[config.mk]
export PLATFORM = sky130hd
export DESIGN_NAME = bf_sched
export DESIGN_NICKNAME = d
export VERILOG_FILES = /design/src/rtl/bf_sched.sv
export SDC_FILE = /design/constraint.sdc
export NUM_CORES = 1
export LEC_CHECK = 0
export CORE_MARGIN = 2
export CORE_UTILIZATION = 42
export CTS_CLUSTER_SIZE = 24
export DETAILED_ROUTE_END_ITERATION = 10
export PLACE_DENSITY = 0.85
export REMOVE_ABC_BUFFERS = 1
export SYNTH_ARGS = -nofsm -noshare
export SYNTH_HDL_FRONTEND = slang
export SYNTH_SLANG_ARGS = --single-unit
[constraint.sdc]
create_clock -name clk -period 10.9 [get_ports clk]
set_input_delay 2.18 -clock clk [delete_from_list [all_inputs] [get_ports clk]]
set_output_delay 2.18 -clock clk [all_outputs]
set_load 0.05 [all_outputs]
[src/rtl/bf_sched.sv]
// rtl/bf_sched.sv - round-robin scheduler sharing one butterfly network among N_REQ requesters
// Define BF_SCHED_STATS_EN to add per-requester saturating grant counters (grant_cnt, stats_clr).
module bf_sched #(
   parameter int N_REQ       = 4,
   parameter int ID_WIDTH    = 2,
   parameter int DATA_WIDTH  = 16,
   parameter int ADDR_WIDTH  = 2,
   parameter int CFG_LEAD    = 2,
   parameter int NET_LATENCY = 2
) (
   input  logic                          clk,
   input  logic                          rst,
   input  logic [N_REQ-1:0]              req_valid,
   output logic [N_REQ-1:0]              req_ready,
   input  logic [N_REQ-1:0]              req_last,
   input  logic [N_REQ*DATA_WIDTH-1:0]   req_data,
   input  logic [N_REQ*4*ADDR_WIDTH-1:0] req_addr,
   output logic [ADDR_WIDTH-1:0]         bf_addr_A,
   output logic [ADDR_WIDTH-1:0]         bf_addr_B,
   output logic [ADDR_WIDTH-1:0]         bf_addr_C,
   output logic [ADDR_WIDTH-1:0]         bf_addr_D,
   output logic                          bf_dval_i,
   output logic [DATA_WIDTH-1:0]         bf_data_i,
   input  logic                          bf_dval_o,
   input  logic [DATA_WIDTH-1:0]         bf_data_o,
   output logic                          rsp_valid,
   output logic [ID_WIDTH-1:0]           rsp_id,
   output logic                          rsp_last,
   output logic [DATA_WIDTH-1:0]         rsp_data,
   input  logic                          flush_req,
   output logic                          flush_done,
   output logic                          busy
`ifdef BF_SCHED_STATS_EN
   ,
   input  logic                          stats_clr,
   output logic [N_REQ*16-1:0]           grant_cnt
`endif
);

   localparam int CW        = $clog2(CFG_LEAD + NET_LATENCY + 2) + 1;
   localparam int DAT_DEPTH = CFG_LEAD + 1;
   localparam int TAG_DEPTH = CFG_LEAD + NET_LATENCY + 1;

   typedef enum logic [1:0] {IDLE, LOCK, FLUSH} state_t;

   state_t                    state, state_nxt;
   logic [ID_WIDTH-1:0]       rr_ptr;
   logic                      flush_pend;
   logic [CW-1:0]             inflight;
   logic [ID_WIDTH-1:0]       win, acc_idx;
   logic                      win_found, accept, acc_last;
   logic [N_REQ-1:0]          ready;
   logic [DATA_WIDTH-1:0]     data_arr [N_REQ];
   logic [4*ADDR_WIDTH-1:0]   addr_arr [N_REQ];
   logic [DATA_WIDTH:0]       dat_q [DAT_DEPTH];
   logic [ID_WIDTH:0]         tag_q [TAG_DEPTH];

   for (genvar g = 0; g < N_REQ; g++) begin : g_unpack
      assign data_arr[g] = req_data[g*DATA_WIDTH +: DATA_WIDTH];
      assign addr_arr[g] = req_addr[g*4*ADDR_WIDTH +: 4*ADDR_WIDTH];
   end

   // Search from rr_ptr+1 upward; iterating downward lets the nearest candidate win.
   always_comb begin
      int idx;
      idx       = 0;
      win       = rr_ptr;
      win_found = 1'b0;
      for (int k = N_REQ; k >= 1; k--) begin
         idx = (int'(rr_ptr) + k) % N_REQ;
         if (req_valid[ID_WIDTH'(idx)]) begin
            win       = ID_WIDTH'(idx);
            win_found = 1'b1;
         end
      end
   end

   assign acc_idx  = (state == LOCK) ? rr_ptr : win;
   assign accept   = |(req_ready & req_valid);
   assign acc_last = req_last[acc_idx];

   always_ff @(posedge clk or negedge rst) begin
      if (!rst) state <= IDLE;
      else      state <= state_nxt;
   end

   always_comb begin
      state_nxt = state;
      case (state)
         IDLE:    if (flush_pend)            state_nxt = FLUSH;
                  else if (accept && !acc_last) state_nxt = LOCK;
         LOCK:    if (accept && acc_last)    state_nxt = IDLE;
         FLUSH:   if (inflight == '0)        state_nxt = IDLE;
         default:                            state_nxt = IDLE;
      endcase
   end

   always_comb begin
      ready = '0;
      if (state == LOCK)
         ready[rr_ptr] = 1'b1;
      else if (state == IDLE && !flush_pend && win_found)
         ready[win] = 1'b1;
      req_ready  = rst ? ready : '0;
      flush_done = (state == FLUSH) && (inflight == '0);
      busy       = (state != IDLE) || (inflight != '0);
   end

   // rr_ptr doubles as the lock owner: the grant that enters LOCK also sets it.
   always_ff @(posedge clk or negedge rst) begin
      if (!rst) begin
         rr_ptr     <= ID_WIDTH'(N_REQ - 1);
         flush_pend <= 1'b0;
         inflight   <= '0;
      end else begin
         if (accept) rr_ptr <= acc_idx;
         if (state == IDLE && flush_pend)
            flush_pend <= 1'b0;
         else if (flush_req && state != FLUSH)
            flush_pend <= 1'b1;
         if (accept && !bf_dval_o && inflight != {CW{1'b1}})
            inflight <= inflight + 1'b1;
         else if (bf_dval_o && !accept && inflight != '0)
            inflight <= inflight - 1'b1;
      end
   end

   always_ff @(posedge clk or negedge rst) begin
      if (!rst) begin
         bf_addr_A <= '0;
         bf_addr_B <= '0;
         bf_addr_C <= '0;
         bf_addr_D <= '0;
         for (int i = 0; i < DAT_DEPTH; i++) dat_q[i] <= '0;
         for (int i = 0; i < TAG_DEPTH; i++) tag_q[i] <= '0;
      end else begin
         if (accept) begin
            bf_addr_A <= addr_arr[acc_idx][4*ADDR_WIDTH-1 -: ADDR_WIDTH];
            bf_addr_B <= addr_arr[acc_idx][3*ADDR_WIDTH-1 -: ADDR_WIDTH];
            bf_addr_C <= addr_arr[acc_idx][2*ADDR_WIDTH-1 -: ADDR_WIDTH];
            bf_addr_D <= addr_arr[acc_idx][ADDR_WIDTH-1 -: ADDR_WIDTH];
         end
         dat_q[0] <= accept ? {1'b1, data_arr[acc_idx]} : '0;
         tag_q[0] <= accept ? {acc_idx, acc_last} : '0;
         for (int i = 1; i < DAT_DEPTH; i++) dat_q[i] <= dat_q[i-1];
         for (int i = 1; i < TAG_DEPTH; i++) tag_q[i] <= tag_q[i-1];
      end
   end

   assign bf_dval_i = dat_q[DAT_DEPTH-1][DATA_WIDTH];
   assign bf_data_i = dat_q[DAT_DEPTH-1][DATA_WIDTH-1:0];
   assign rsp_valid = bf_dval_o;
   assign rsp_data  = bf_data_o;
   assign rsp_id    = tag_q[TAG_DEPTH-1][ID_WIDTH:1];
   assign rsp_last  = tag_q[TAG_DEPTH-1][0];

`ifdef BF_SCHED_STATS_EN
   logic [15:0] cnt_q [N_REQ];

   always_ff @(posedge clk or negedge rst) begin
      if (!rst) begin
         for (int i = 0; i < N_REQ; i++) cnt_q[i] <= '0;
      end else if (stats_clr) begin
         for (int i = 0; i < N_REQ; i++) cnt_q[i] <= '0;
      end else if (accept && cnt_q[acc_idx] != 16'hFFFF) begin
         cnt_q[acc_idx] <= cnt_q[acc_idx] + 16'd1;
      end
   end

   for (genvar g = 0; g < N_REQ; g++) begin : g_cnt
      assign grant_cnt[g*16 +: 16] = cnt_q[g];
   end
`endif

endmodule

# ---- Word level (Yosys, flattened, before mapping)
# Index checks and enable logic that the tools add are counted.
dict set report totals {
  inputBits 124
  output_inout_bits 51
  ff_bits 83
  elab_cells 114
}
dict set report op_classes {
  n_mux 47
  reduce_logical 26
  addsub 6
  order_cmp 10
  n_bitwise 2
  eq_ne 7
}
# cell count
set ops {}
lappend ops {{16-bit binary-select mux with 2-bit select} 1}
lappend ops {{16-bit 2-to-1 mux} 2}
lappend ops {{4-bit 2-to-1 mux} 5}
lappend ops {{2-bit 2-to-1 mux} 9}
lappend ops {{1-bit 2-to-1 mux} 17}
lappend ops {{17-bit 2-to-1 mux} 1}
lappend ops {{8-bit binary-select mux with 2-bit select} 1}
lappend ops {{2-bit by 4-bit < comparator with 1-bit output (second input constant)} 4}
lappend ops {{8-bit 2-to-1 mux} 2}
lappend ops {{1-bit logical AND} 13}
lappend ops {{1-bit binary-select mux with 2-bit select} 5}
lappend ops {{2-bit by 3-bit < comparator with 1-bit output (second input constant)} 3}
lappend ops {{2-bit one-hot mux with 3 select lines} 1}
lappend ops {{2-bit nonzero test} 3}
lappend ops {{2-bit by 1-bit adder with 2-bit output (second input constant)} 2}
lappend ops {{2-bit adder (second input constant)} 2}
lappend ops {{4-bit by 1-bit adder with 4-bit output (second input constant)} 1}
lappend ops {{4-bit bitwise AND} 1}
lappend ops {{1-bit demux with 2-bit select} 2}
lappend ops {{2-bit by 1-bit >= comparator with 1-bit output (second input constant)} 2}
lappend ops {{1-bit zero test} 4}
lappend ops {{4-bit zero test} 1}
lappend ops {{2-bit inequality test (second input constant)} 2}
lappend ops {{4-bit inequality test (second input constant)} 1}
lappend ops {{other kinds (13)} 13}

# ---- Depth between registers and ports, before layout
# Gate-level depths: netlist of run 1.
dict set report logic_depth {
  word_depth 22
  depth_mapped 19
  mapped_depth_nobuf 16
}

# ---- Worst setup path before layout of run 1
# OpenSTA, ideal clock, no wires.
dict set report synth_path {
  path_kind {input port to output port}
  startpoint {input port req_valid[0]}
  endpoint {output port req_ready[3]}
  path_stages 6
  arrival_ns 3.965
  n_path_buf 1
  required_time_ns 8.720
  path_slack_ns 4.755
  cell_sequence {buf_4 mux2_4 o2bb2ai_2 nor4_4 nand3_1 a21oi_1}
}
dict set report synth_via {
  elab_chain_len 14
  elab_cells_between_ends 29
  classes_between {order compare (2); mux (25); reduce/logical (2)}
}
# item line
set synth_lines {}
lappend synth_lines {{start, declared} 13} ;# input logic [N_REQ-1:0] req_valid,
lappend synth_lines {{1-bit binary-select mux with 2-bit select} 71} ;# if (req_valid[ID_WIDTH'(idx)]) begin
lappend synth_lines {{1-bit 2-to-1 mux (not written as such) (2 in a row)} 71}
lappend synth_lines {{2-bit 2-to-1 mux (4 in a row)} 71}
lappend synth_lines {{2-bit by 3-bit < comparator with 1-bit output (not written as such) or 2-bit by 1-bit >= comparator with 1-bit output (tied branches)} 103} ;# ready[win] = 1'b1;
lappend synth_lines {{1-bit logical AND (not written as such)} 103}
lappend synth_lines {{1-bit 2-to-1 mux (not written as such)} 103}
lappend synth_lines {{1-bit demux with 2-bit select} 103}
lappend synth_lines {{4-bit 2-to-1 mux (*)} 102} ;# else if (state == IDLE && !flush_pend && win_found)
lappend synth_lines {{4-bit 2-to-1 mux (*)} 100} ;# if (state == LOCK)
lappend synth_lines {{4-bit 2-to-1 mux (*)} 104} ;# req_ready = rst ? ready : '0;
lappend synth_lines {{end, declared} 14} ;# output logic [N_REQ-1:0] req_ready,
# Every way passes the cells marked *; elsewhere a longest branch is shown, timed or not. The select of a mux whose other input is x is not followed.

# ---- Final worst setup path of run 1
dict set report layout_path {
  startpoint {input port req_valid[3]}
  endpoint {output port req_ready[3]}
}
# Same word-level chain as after synthesis.

==> summary.md, run 1 <==
For the final database, setup skew stands at 0.006324 ns. The number of antenna violations at the first check in global routing is 0. Together, buffers and inverters on the worst path number 2.

The worst slew margin relative to its limit came out at 38.49%. After detailed routing, the number of remaining DRC violations is 0. TritonCTS built the clock tree. For the maximum number of pins on one net before global-route repair, the log shows 57. Counting along the longest clock path gives a buffer depth of 2.

At the worst endpoint, the arrival time is 4.84 ns. The total number of clock tree sinks is 83. Yosys printed 0 warnings. The net switching power figure is 0.6128 mW, and the clock latency of the later-clocked register in the worst-skew pair is 0.34 ns. The slew of the pin with the lowest slew margin was 0.9205 ns; the final weighted congestion of routability-driven global placement was 0.8214. At the worst endpoint, the required time is 8.72 ns.

The run gives 32.33% as the met2 usage. The completed layout was analyzed and its total power is 1.440 mW. The proportion of synthesized chip area in sequential cells came out at 48.60%.

Summed over its instances, the top area cell type makes up 47.37% of the synthesized netlist area. Adding up every negative setup slack in the final design gives 0 ns. The x dimension of the die was 104.9 µm; the die footprint was 0.01101 mm². The total congestion overflow after global routing was 0.

The first global-routing pass estimated 16.69 mm of wire. The share of synthesized registers carrying an async set or reset was 100.0%. The number of cells upsized or downsized after cts came out at 0. Timing-limited maximum frequency: 0.1424 GHz. The depth of the CTS H-tree was 3; the antenna cell count was 0. The tools report the leakage power as 2.515 nW.

In this run, the number of DRC markers left after iteration 0 of detailed routing was 139. In the final layout, the share of cells above drive strength 1 is 13.19%. The average instance in the mapped netlist occupies 11.69 µm². The type of the worst setup path is primary input to output port. Buffers inserted during clock tree synthesis total 9. Combinational logic burns 54.6% of the power. The count of pins on the block boundary was 175; the power density over the cells was 254.0 mW/mm².

The routing layer with the top usage in global route was met2. The average via count per standard cell was 5.156. Worst min-delay path category: flop to flop. The smallest clock period supported by the final layout is computed as 7.020 ns. In the global route stage, met1 resource usage came out at 22.55%. Of the total synthesized cell area, the portion taken by full adders, half adders and majority gates is 2.222%. Grouping stages by cell kind, the critical path spends the most delay in buffers and inverters. The area fraction in compound gates after synthesis is 10.82%, and the number of enable flip-flop cells after synthesis is 0. The flow ran to the end, and the final reports show no timing, DRC or antenna violations. Among all flip-flop cells after synthesis, the most frequent one is dfrtp_1.

Among the stages of the critical path, the cell type that occurs most often is clkdlybuf4s50_1. Of the total synthesized cell area, the portion taken by XOR and XNOR cells is 0.4094%. The core region is 0.009819 mm². The tools report the launching element type of the critical path as a primary input. The logs give 0 for the count of antenna-violating nets left after detailed routing and 36 for the number of core rows. For the detailed placer's ending HPWL, the log shows 7.380 mm.

For the unique cell type count in the Yosys netlist, the log shows 60. The number of setup buffers added after CTS was 0; the number of setup violations in the final report was 0. The worst stage delay on the critical path was 0.83 ns.

Max-cap violations in this run came to 0. Input and output buffers added on the ports amount to 142. In this run the worst path has a maximum fanout of 11. In the finished design, the share of the clock period the worst path needs comes to 64.41%. The signal on the critical path passes through clkdlybuf4s50_1 > a21boi_0 > a311oi_2 > nor4_4 > nand3_1 > a21oi_1 > clkdlybuf4s50_1. Setup repair after global routing left no endpoint under its margin. In the synthesized netlist, the number of instances is 366. The flip-flop and latch count after synthesis came out at 83. The cell area after technology mapping came out at 0.004279 mm². The final layout contains routed wiring with a total length of 10.03 mm. After synthesis, the cell types taking the most area are dfrtp_1, mux2i_1, buf_4. The share of total power in sequential cells was 31.7%. The first TritonRoute pass finished after 4 iterations. Layout-stage area growth over the synthesis result: 32.51%. After Yosys synthesis, and, or, nand and nor cells account for 9.532% of the synthesized area.

The slowest library cell on the worst path was clkdlybuf4s50_1. STA classifies the critical path endpoint as an output port. The run gives 0 as the number of hold violations in the final report. The number of global-route vias before repair is 3304. The main combinational cell family by area after synthesis was multiplexers.

The synthesized design spends more area on one cell type than any other, namely dfrtp_1. The detail-routed net length per standard cell came out at 16.64 µm. The clock network burns 13.7% of the power. The tools report the root buffer selected by CTS as clkbuf_8. The die boundary height was 104.9 µm. The run gives 596 as the final-stage net count.

The switching fraction of total power came out at 42.55%. After clock tree synthesis, the clock-pin slew on the worst setup and hold paths is 0.09 ns. The maximum ir drop on the vdd rail came out at 0.1881 mV.

The starting density of the core came out at 43.58%. The total vias in the final route was 3109. In this run, post-CTS hold repair placed 0 buffers. The internal power of the cells totals 0.8273 mW. Across every metal layer, demand over resource in global routing totals 19.15%. Measured against the total synthesized area, the mux share comes to 18.33%.

Final-report max-slew violation count: 0. For this run, global-route usage on met3 was measured as 7.798%.
-- cell families after synthesis --
kind of cell | Yosys count
flops | 83
simple gates | 77
mux | 73
buf+inv | 65
compound gates | 59
fa+ha+maj | 7
xor+xnor | 2
-- path summary, 6_finish.rpt --
kind | cells after the start | slack [ns] | endpoint | from
setup / recovery | 7 | 3.88 | req_ready[3] | req_valid[3]
hold / removal | 0 | 0.35 | bf_data_i[3]$_DFF_PN0_ | dat_q[20]$_DFF_PN0_
setup reg to reg | 16 | 5.78 | inflight[3]$_DFFE_PN0P_ | rr_ptr[0]$_DFFE_PN1P_
hold reg to reg | 0 | 0.35 | bf_data_i[3]$_DFF_PN0_ | dat_q[20]$_DFF_PN0_
max in group asynchronous | 2 | 8.15 | dat_q[30]$_DFF_PN0_ | rst
min in group asynchronous | 1 | 1.76 | dat_q[44]$_DFF_PN0_ | rst
-- state kept, by name (all words and copies together), names as in the netlist, 4 cells and up --
register and count:
dat_q 34, bf_data_i 16, tag_q 12, inflight 4
-- routing by layer --
metal / vias up / wire length [µm]
met5: - / 0
met4: 0 / 163
met3: 16 / 771
met2: 134 / 5070
met1: 1503 / 4027
li1: 1456 / -
-- cells in the final DEF, fill, tap and decap left out, types with 2 or more instances in the layout --
cell / count
a211o_1: 2
a211oi_1: 17
a21boi_0: 2
a21o_1: 2
a21oi_1: 9
and2_1: 3
buf_4: 4
clkbuf_8: 9
clkdlybuf4s50_1: 141
clkinvlp_4: 4
dfrtp_1: 81
dfstp_2: 2
ha_1: 6
inv_1: 6
inv_2: 2
mux2_2: 22
mux2_4: 5
mux2i_1: 45
nand2_1: 15
nand2b_1: 6
nand3_1: 3
nand4_1: 2
nor2_1: 29
nor2b_1: 2
nor3_1: 4
o211ai_1: 2
o21ai_0: 4
o21bai_1: 2
o22a_1: 2
o22ai_1: 2
or2_2: 2
or4_1: 2
xor2_1: 2
-- cell usage after synthesis, types with 3 or more instances --
cell type  number
dfrtp_1        81
mux2i_1        45
buf_4          39
nor2_1         29
mux2_2         22
a211oi_1       17
nand2_1        15
a21oi_1         9
buf_2           8
ha_1            6
inv_1           6
nand2b_1        6
clkbuf_1        5
mux2_4          5
buf_6           4
nor3_1          4
o21ai_0         4
and2_1          3
nand3_1         3
-- power by group through the flow --
stage | combinational, mW | sequential (mW) | clock, mW
4_1_cts | 0.796 | 0.457 | 0.206
6_report | 0.787 | 0.456 | 0.197
2_1_floorplan | 0.461 | 0.567 | 0
3_3_place_gp | 0.775 | 0.456 | 0
5_1_grt | 0.851 | 0.470 | 0.219
3_5_place_dp | 0.793 | 0.463 | 0
-- layout make-up --
class,count,area (µm²)
clock buffers,10,127.6
clock inverters,6,50.05
fillers,865,4149
inverters,8,30.03
multi-input cells,218,1775
flip-flops and latches,83,2079
well taps,133,166.4
repair buffers,145,1441
-- metrics by stage --
| stage | hold slack (ns) | utilization (%) | std cells | setup WS, ns | area (µm²) |
|---|---|---|---|---|---|
| floorplan | 0.3312 | - | 309 | 4.892 | 3877 |
| global placement | 0.3314 | 55.94 | 587 | 3.994 | 5493 |
| detailed placement | 0.3347 | 55.94 | 587 | 3.906 | 5493 |
| CTS | 0.3488 | 57.75 | 603 | 3.898 | 5670 |
| global route | 0.3526 | 57.75 | 603 | 3.681 | 5670 |
| finish | 0.3461 | 57.75 | 603 | 3.880 | 5670 |
-- worst register-to-register path, cell delays in order (launching register included) --
cell	delay, ns
dfstp_2	0.71
inv_1	0.11
ha_1	0.43
nor3_1	0.10
o2bb2ai_2	0.16
nor4_4	0.44
nor3_1	0.11
or3_4	0.48
nor2_4	0.49
inv_2	0.31
nand2_1	0.21
ha_1	0.26
a21o_1	0.15
a21o_1	0.19
or2_2	0.29
or4_1	0.43
o221a_2	0.15
Power figures use the tool's default switching activity.
==> run 2, diff against run 1 <==
==> constraint.sdc (replaced) <==
create_clock -name clk -period 6.6 [get_ports clk]
set_input_delay 1.32 -clock clk [delete_from_list [all_inputs] [get_ports clk]]
set_output_delay 1.32 -clock clk [all_outputs]
set_load 0.05 [all_outputs]
==> summary.md, run 2 (same netlist as run 1, synthesis figures left out) <==
The maximum ir drop on the vdd rail is 0.2079 mV (was 0.1881 mV). The end point of the worst hold path is dat_q[28]$_DFF_PN0_ (was bf_data_i[3]$_DFF_PN0_). Clock skew after layout: 0.006908 ns (was 0.006324 ns). For the remaining design rule violation count, the log shows 0 (unchanged).

The slowest library cell on the worst path was clkdlybuf4s50_1 (unchanged). The total number of clock tree sinks is 83 (unchanged), and the overall fraction of global-route tracks in use is 18.72% (was 19.15%). The clock latency of the later-clocked register in the worst-skew pair is 0.34 ns (about the same), and the worst slew margin relative to its limit is 32.62% (was 38.49%).

The global-route wire length before repair is 16.26 mm (was 16.69 mm), and the logic gate share of total power is 55.0% (was 54.6%). The commonest non-fill, non-tap cell in the layout is clkdlybuf4s50_1 (unchanged). The run gives 9 (unchanged) as the number of buffers created by CTS. For the area inside the core boundary, the log shows 0.009819 mm² (unchanged). The switching fraction of total power came out at 42.76% (was 42.55%). The final total negative setup slack was 0 ns (unchanged). The fraction of the core area covered by cells at the end of the flow was 57.89% (was 57.75%); the reg2reg setup slack was 1.82 ns (was 5.78 ns).

The tools report the count of antenna-violating nets left after detailed routing as 0 (unchanged). The number of antenna violations at the first check in global routing is 0 (unchanged), and the layout cell share with drive strength beyond 1 is 13.56% (was 13.19%). The tools report the worst hold slack as 0.3475 ns (was 0.3461 ns).

The die boundary height is 104.9 µm (unchanged), and the number of cells upsized or downsized after cts is 0 (unchanged). The tools report the total congestion overflow after global routing as 0 (unchanged). The number of setup buffers added after CTS was 0 (unchanged).

The final-report max-slew violation count is 0 (unchanged). The worst min-delay path category is flop to flop (unchanged). Crit path cell chain: clkdlybuf4s50_1 > nand2b_1 > a311oi_2 > nor4_4 > o31a_1 > nor3b_4 > nor2_4 > inv_2 > nand2_1 > ha_1 > a21o_1 > a21o_1 > or2_2 > or4_1 > o221a_2 (was clkdlybuf4s50_1 > a21boi_0 > a311oi_2 > nor4_4 > nand3_1 > a21oi_1 > clkdlybuf4s50_1). The layout-stage area growth over the synthesis result is 32.84% (was 32.51%), and the leakage power is 2.527 nW (was 2.515 nW).

The placement-stage cell area is 0.005508 mm² (was 0.005493 mm²). TritonCTS built the clock tree. The largest fanout of any net on the critical path came out at 15 (was 11). X dimension of the die: 104.9 µm (unchanged).

The type of the worst setup path is primary input to flop (was primary input to output port). The flip-flop count of the largest register after layout was 34 (unchanged); the final-stage net count was 598 (was 596). The number of violations reported at the end of detailed-routing iteration 0 is 145 (was 139), and the quantity of I/O buffers inserted on ports is 142 (unchanged). Final weighted congestion of routability-driven global placement: 0.8788 (was 0.8214). Static timing analysis puts the maximum clock frequency at 0.1885 GHz. The run gives 0 (unchanged) as the number of hold buffers added after cts. Setup repair after global routing left no endpoint under its margin. Final routed wirelength across all metal layers: 10.07 mm (was 10.03 mm).

The number of setup violations in the final report came out at 0 (unchanged). The element type at the critical path end was a flop (was an output port). The tools report the number of hold violations in the final report as 0 (unchanged). The tools report the internal power contribution as 1.373 mW (was 0.8273 mW). Required time reported for the critical path endpoint: 6.83 ns (was 8.72 ns). The capturing point of the worst reg2reg path was inflight[3]$_DFFE_PN0P_ (unchanged).

The clock group share of total power is 13.5% (was 13.7%), and the detail-routed net length per standard cell is 16.65 µm (was 16.64 µm). Leading cell types in the layout, fill and taps excluded: clkdlybuf4s50_1, dfrtp_1, mux2i_1 (unchanged). The slew of the pin with the lowest slew margin was 1.011 ns (was 0.9205 ns); the worst stage delay on the critical path was 0.66 ns (was 0.83 ns). The worst setup timing slack at the placement stage is 0.9328 ns (was 3.906 ns), and the CTS clock-pin slew for the worst setup and hold paths is 0.08 ns (was 0.09 ns). The worst setup margin is 1.295 ns (was 3.880 ns), and the maximum clock path buffer count is 2 (unchanged). The flow ran to the end, and the final reports show no timing, DRC or antenna violations.

The average via count per standard cell came out at 5.170 (was 5.156). The reported max-cap violation count is 0 (unchanged), and the power density over the cells is 422.0 mW/mm² (was 254.0 mW/mm²). The count of pins on the block boundary was 175 (unchanged). The final non-filler cell area was 0.005684 mm² (was 0.005670 mm²).

The startpoint of the worst register-to-register path is rr_ptr[0]$_DFFE_PN1P_ (unchanged). The most frequent cell on the critical path was a21o_1 (was clkdlybuf4s50_1). The register bank with the most flops was dat_q (unchanged).

The worst reg2reg path depth was 16 (unchanged); the number of global-route vias before repair was 3185 (was 3304). The root buffer selected by CTS is clkbuf_8 (unchanged). For the iteration count of the initial detailed-routing pass, the log shows 4 (unchanged).

Subtracting the final worst setup slack from the clock period gives 5.305 ns. The tools report the number of core rows as 36 (unchanged). The antenna cell count was 0 (unchanged); the maximum number of pins on one net before global-route repair was 51 (was 57). The final critical path takes up 80.38% of the cycle.

Depth of the worst hold-timing path: 0 (unchanged). The starting density of the core came out at 43.58% (unchanged). The detailed placer's ending HPWL is 7.611 mm (was 7.380 mm). The launching element type of the critical path is a primary input (unchanged). The run gives 3128 (was 3109) as the total vias in the final route. The run gives 0.01101 mm² (unchanged) as the die footprint.

The tools report the worst min-delay path startpoint as dat_q[45]$_DFF_PN0_ (was dat_q[20]$_DFF_PN0_). The depth of the CTS H-tree came out at 3 (unchanged). The arrival time reported for the critical path endpoint came out at 5.54 ns (was 4.84 ns). The share of total power in sequential cells is 31.5% (was 31.7%). The run gives 1.026 mW (was 0.6128 mW) as the net switching power figure.
==> run 2: changes by cell type in the layout (fill, tap and decap cells not counted) <==
cell,before,now
buf_4,4,6
clkinv_4,0,1
clkinvlp_4,4,3
inv_6,1,2
inv_8,1,0
==> run 2: stage by stage <==
stage               std cells  total power, mW
floorplan                 309            1.697
global placement          589            2.044
detailed placement        589            2.091
CTS                       605            2.422
global route              605            2.547
finish                    605            2.399
==> run 2: power groups by stage <==
stage | clock network (mW) | registers (mW) | logic [mW]
after global routing | 0.358 | 0.777 | 1.41
after global placement | 0 | 0.755 | 1.29
after detailed placement | 0 | 0.765 | 1.33
after CTS | 0.336 | 0.756 | 1.33
after floorplan | 0 | 0.936 | 0.761
final | 0.323 | 0.756 | 1.32
==> run 2: worst max path at each step <==
stage | startpoint | to | slack, ns | cells after the start
after floorplan | req_valid[2] | inflight[3]$_DFFE_PN0P_ | 1.86 | 14
after global placement | req_valid[2] | inflight[3]$_DFFE_PN0P_ | 1.16 | 15
after detailed placement | req_valid[2] | inflight[3]$_DFFE_PN0P_ | 0.93 | 15
after CTS | req_valid[2] | inflight[3]$_DFFE_PN0P_ | 1.32 | 15
after global routing | req_valid[2] | inflight[3]$_DFFE_PN0P_ | 1.04 | 15
final | req_valid[2] | inflight[3]$_DFFE_PN0P_ | 1.29 | 15
==> run 2: area by class of cell <==
cell class	instances	area, µm²
multi-input combinational	218	1775
clock inverter	6	48.80
timing repair buffer	147	1456
inverter	8	30.03
fill	851	4135
tap	133	166.4
clock buffer	10	127.6
sequential	83	2079
==> run 2: per-layer routing <==
| layer | GRT usage (%) | share of wire, % | vias to the layer above |
|---|---|---|---|
| met5 | 0 | 0 | - |
| met4 | 5.048 | 0.88 | 0 |
| met3 | 6.550 | 7.7 | 10 |
| met2 | 31.35 | 51 | 138 |
| met1 | 22.99 | 40 | 1525 |
| li1 | - | - | 1455 |
==> run 2: critical path, delay by kind of cell <==
kind	cells	cell delay, ns
AOI/OAI and AO/OA	5	1.22
adders and majority gates	1	0.32
buffers and inverters	2	0.97
and+or+nand+nor	7	1.71
==> run 3, diff against run 2 <==
--- a/config.mk
+++ b/config.mk
@@ -6,10 +6,10 @@
 export NUM_CORES = 1
 export LEC_CHECK = 0
 export CORE_MARGIN = 2
-export CORE_UTILIZATION = 42
+export CORE_UTILIZATION = 39
 export CTS_CLUSTER_SIZE = 24
 export DETAILED_ROUTE_END_ITERATION = 10
-export PLACE_DENSITY = 0.85
+export PLACE_DENSITY = 0.84
 export REMOVE_ABC_BUFFERS = 1
 export SYNTH_ARGS = -nofsm -noshare
 export SYNTH_HDL_FRONTEND = slang
==> constraint.sdc (replaced) <==
create_clock -name clk -period 4.8 [get_ports clk]
set_input_delay 0.96 -clock clk [delete_from_list [all_inputs] [get_ports clk]]
set_output_delay 0.96 -clock clk [all_outputs]
set_load 0.05 [all_outputs]
==> summary.md, run 3 (same netlist as run 1, synthesis figures left out) <==
Setup repair after global routing left no endpoint under its margin. The logs give 0.34 ns (about the same) for the clock latency of the later-clocked register in the worst-skew pair and 604 (was 598) for the final-stage net count. Worst min-delay path category: flop to flop (unchanged).

The net switching power figure was 1.401 mW (was 1.026 mW); the final total negative setup slack was 0 ns (unchanged). The run gives 17.10% (was 18.72%) as the overall fraction of global-route tracks in use. The total vias in the final route came out at 3151 (was 3128). The average via count per standard cell is 5.099 (was 5.170). The CTS clock-pin slew for the worst setup and hold paths came out at 0.09 ns (was 0.08 ns).

The number of antenna violations at the first check in global routing was 0 (unchanged); the die footprint was 0.01183 mm² (was 0.01101 mm²). The power density over the cells came out at 589.5 mW/mm² (was 422.0 mW/mm²). The global-route wire length before repair was 15.48 mm (was 16.26 mm); the final routed wirelength across all metal layers was 9.887 mm (was 10.07 mm).

The logs give 0 (unchanged) for the number of hold buffers added after cts and 0 (unchanged) for the number of cells upsized or downsized after cts. For the number of hold violations in the final report, the log shows 0 (unchanged). The layout cell share with drive strength beyond 1 is 15.06% (was 13.56%). The tools report the count of pins on the block boundary as 175 (unchanged). Leading cell types in the layout, fill and taps excluded: clkdlybuf4s50_1, dfrtp_1, mux2i_1 (unchanged).

The clock period could shrink to 4.553 ns. The antenna cell count was 0 (unchanged); the quantity of I/O buffers inserted on ports was 142 (unchanged). The logs give 3.84 ns (was 6.83 ns) for the required time reported for the critical path endpoint and 0 (unchanged) for the total congestion overflow after global routing. The run gives 3145 (was 3185) as the number of global-route vias before repair. The logs give 0.002079 mm² (unchanged) for the sequential cell area in the final layout and 83 (unchanged) for the total number of clock tree sinks.

The logs give 4 (unchanged) for the iteration count of the initial detailed-routing pass and 0.2471 ns (was 1.295 ns) for the worst setup margin. The final-report max-slew violation count is 0 (unchanged), and the number of setup buffers added after CTS is 0 (unchanged). The area used by multi-input combinational logic is 0.001775 mm² (unchanged), and the maximum number of pins on one net before global-route repair is 77 (was 51). The register bank with the most flops is dat_q (unchanged). The tools report the timing-limited maximum frequency as 0.2196 GHz. The tools report the internal power contribution as 2.008 mW (was 1.373 mW).

The element type at the critical path end is an output port (was a flop). The layout-stage area growth over the synthesis result was 35.12% (was 32.84%). The tools report the number of core rows as 38 (was 36). For the number of setup violations in the final report, the log shows 0 (unchanged). The run gives 0.8196 (was 0.8788) as the final weighted congestion of routability-driven global placement. The arrival time reported for the critical path endpoint came out at 3.59 ns (was 5.54 ns).

TritonCTS built the clock tree. The count of antenna-violating nets left after detailed routing was 0 (unchanged). The run gives 930 (was 851) as the count of filler cells inserted in the layout.

Clock group share of total power: 16.0% (was 13.5%). The run gives 0 (unchanged) as the reported max-cap violation count. The type of the worst setup path is primary input to output port (was primary input to flop).

The flip-flop count of the largest register after layout is 34 (unchanged). After layout, the worst path uses 94.85% of the clock period. The commonest non-fill, non-tap cell in the layout was clkdlybuf4s50_1 (unchanged). The reg2reg setup slack is 0.51 ns (was 1.82 ns), and the slew of the pin with the lowest slew margin is 0.9258 ns (was 1.011 ns).

The run gives 2.590 nW (was 2.527 nW) as the leakage power. The detail-routed net length per standard cell is 16.00 µm (was 16.65 µm). The detailed placer's ending HPWL came out at 7.412 mm (was 7.611 mm). The remaining design rule violation count is 0 (unchanged), and the depth of the CTS H-tree is 3 (unchanged). The number of buffers created by CTS was 9 (unchanged); the maximum clock path buffer count was 2 (unchanged). The logs give 0.2731 mV (was 0.2079 mV) for the maximum ir drop on the vdd rail and 38.28% (was 32.62%) for the worst slew margin relative to its limit. Launching element type of the critical path: a primary input (unchanged). X dimension of the die: 108.7 µm (was 104.9 µm). The switching fraction of total power was 41.10% (was 42.76%). The clock skew after layout was 0.008465 ns (was 0.006908 ns); the number of violations reported at the end of detailed-routing iteration 0 was 171 (was 145). Root buffer selected by CTS: clkbuf_8 (unchanged). The area inside the core boundary is 0.01079 mm² (was 0.009819 mm²), and the die boundary height is 108.7 µm (was 104.9 µm). The flow ran to the end, and the final reports show no timing, DRC or antenna violations. The worst setup timing slack at the placement stage is -0.04214 ns (was 0.9328 ns), and the logic gate share of total power is 53.6% (was 55.0%).

The share of total power in sequential cells is 30.4% (was 31.5%), and the largest fanout of any net on the critical path is 10 (was 15). The starting density of the core was 39.65% (was 43.58%).
==> run 3: cell count changes in the layout (fill, tap and decap cells not counted), sizes merged <==
cell | before | now
buf | 6 | 13
bufinv | 0 | 2
clkbuf | 10 | 9
clkdlybuf4s50 | 141 | 140
clkinv | 1 | 2
clkinvlp | 3 | 1
==> run 3: cell type report <==
cell class              instances  share of cell area [%]
repair buffers                153                   25.93
multi-input cells             218                   30.71
clock buffers                   9                   2.142
flip-flops and latches         83                   35.97
clock inverters                 7                   1.710
inverters                       8                  0.5194
well taps                     140                   3.030
==> run 3: through the flow <==
step                      instances  hold slack [ns]  area [µm²]  power (mW)  util (%)
after floorplan                 309           0.3312        3877       2.334         -
after global placement          602           0.3321        5559       2.816     51.51
after detailed placement        602           0.3347        5559       2.889     51.51
after CTS                       618           0.3451        5782       3.444     53.57
after global routing            618           0.3524        5782       3.623     53.57
final                           618           0.3439        5782       3.409     53.57
==> run 3: worst paths after layout <==
check,from,to,depth (start not counted)
max,req_valid[2],req_ready[3],7
min,dat_q[27]$_DFF_PN0_,bf_data_i[10]$_DFF_PN0_,0
max reg2reg,rr_ptr[0]$_DFFE_PN1P_,inflight[3]$_DFFE_PN0P_,16
min reg2reg,dat_q[27]$_DFF_PN0_,bf_data_i[10]$_DFF_PN0_,0
max in group asynchronous,rst,tag_q[9]$_DFF_PN0_,2
min in group asynchronous,rst,tag_q[11]$_DFF_PN0_,1
==> run 3: per-layer routing <==
metal,GRT usage (%),part of all wire (%),vias up
met1,19.64,39,1515
met5,0,0,-
met2,29.64,51,142
met4,4.945,1.7,0
met3,6.575,9.0,17
li1,-,-,1477
==> run 3: worst max-delay path, cell delays in order <==
cell and delay, ns:
clkdlybuf4s50_1 0.59, mux2_4 0.37, o2bb2ai_2 0.14, nor4_4 0.39, nand3_1 0.13, a21oi_1 0.18
clkdlybuf4s50_1 0.83
==> run 3: power groups by stage <==
stage	clock network, mW	registers (mW)	logic, mW
floorplan	0	1.29	1.05
global placement	0	1.04	1.78
detailed placement	0	1.05	1.84
CTS	0.564	1.04	1.84
global route	0.599	1.07	1.96
finish	0.544	1.04	1.83
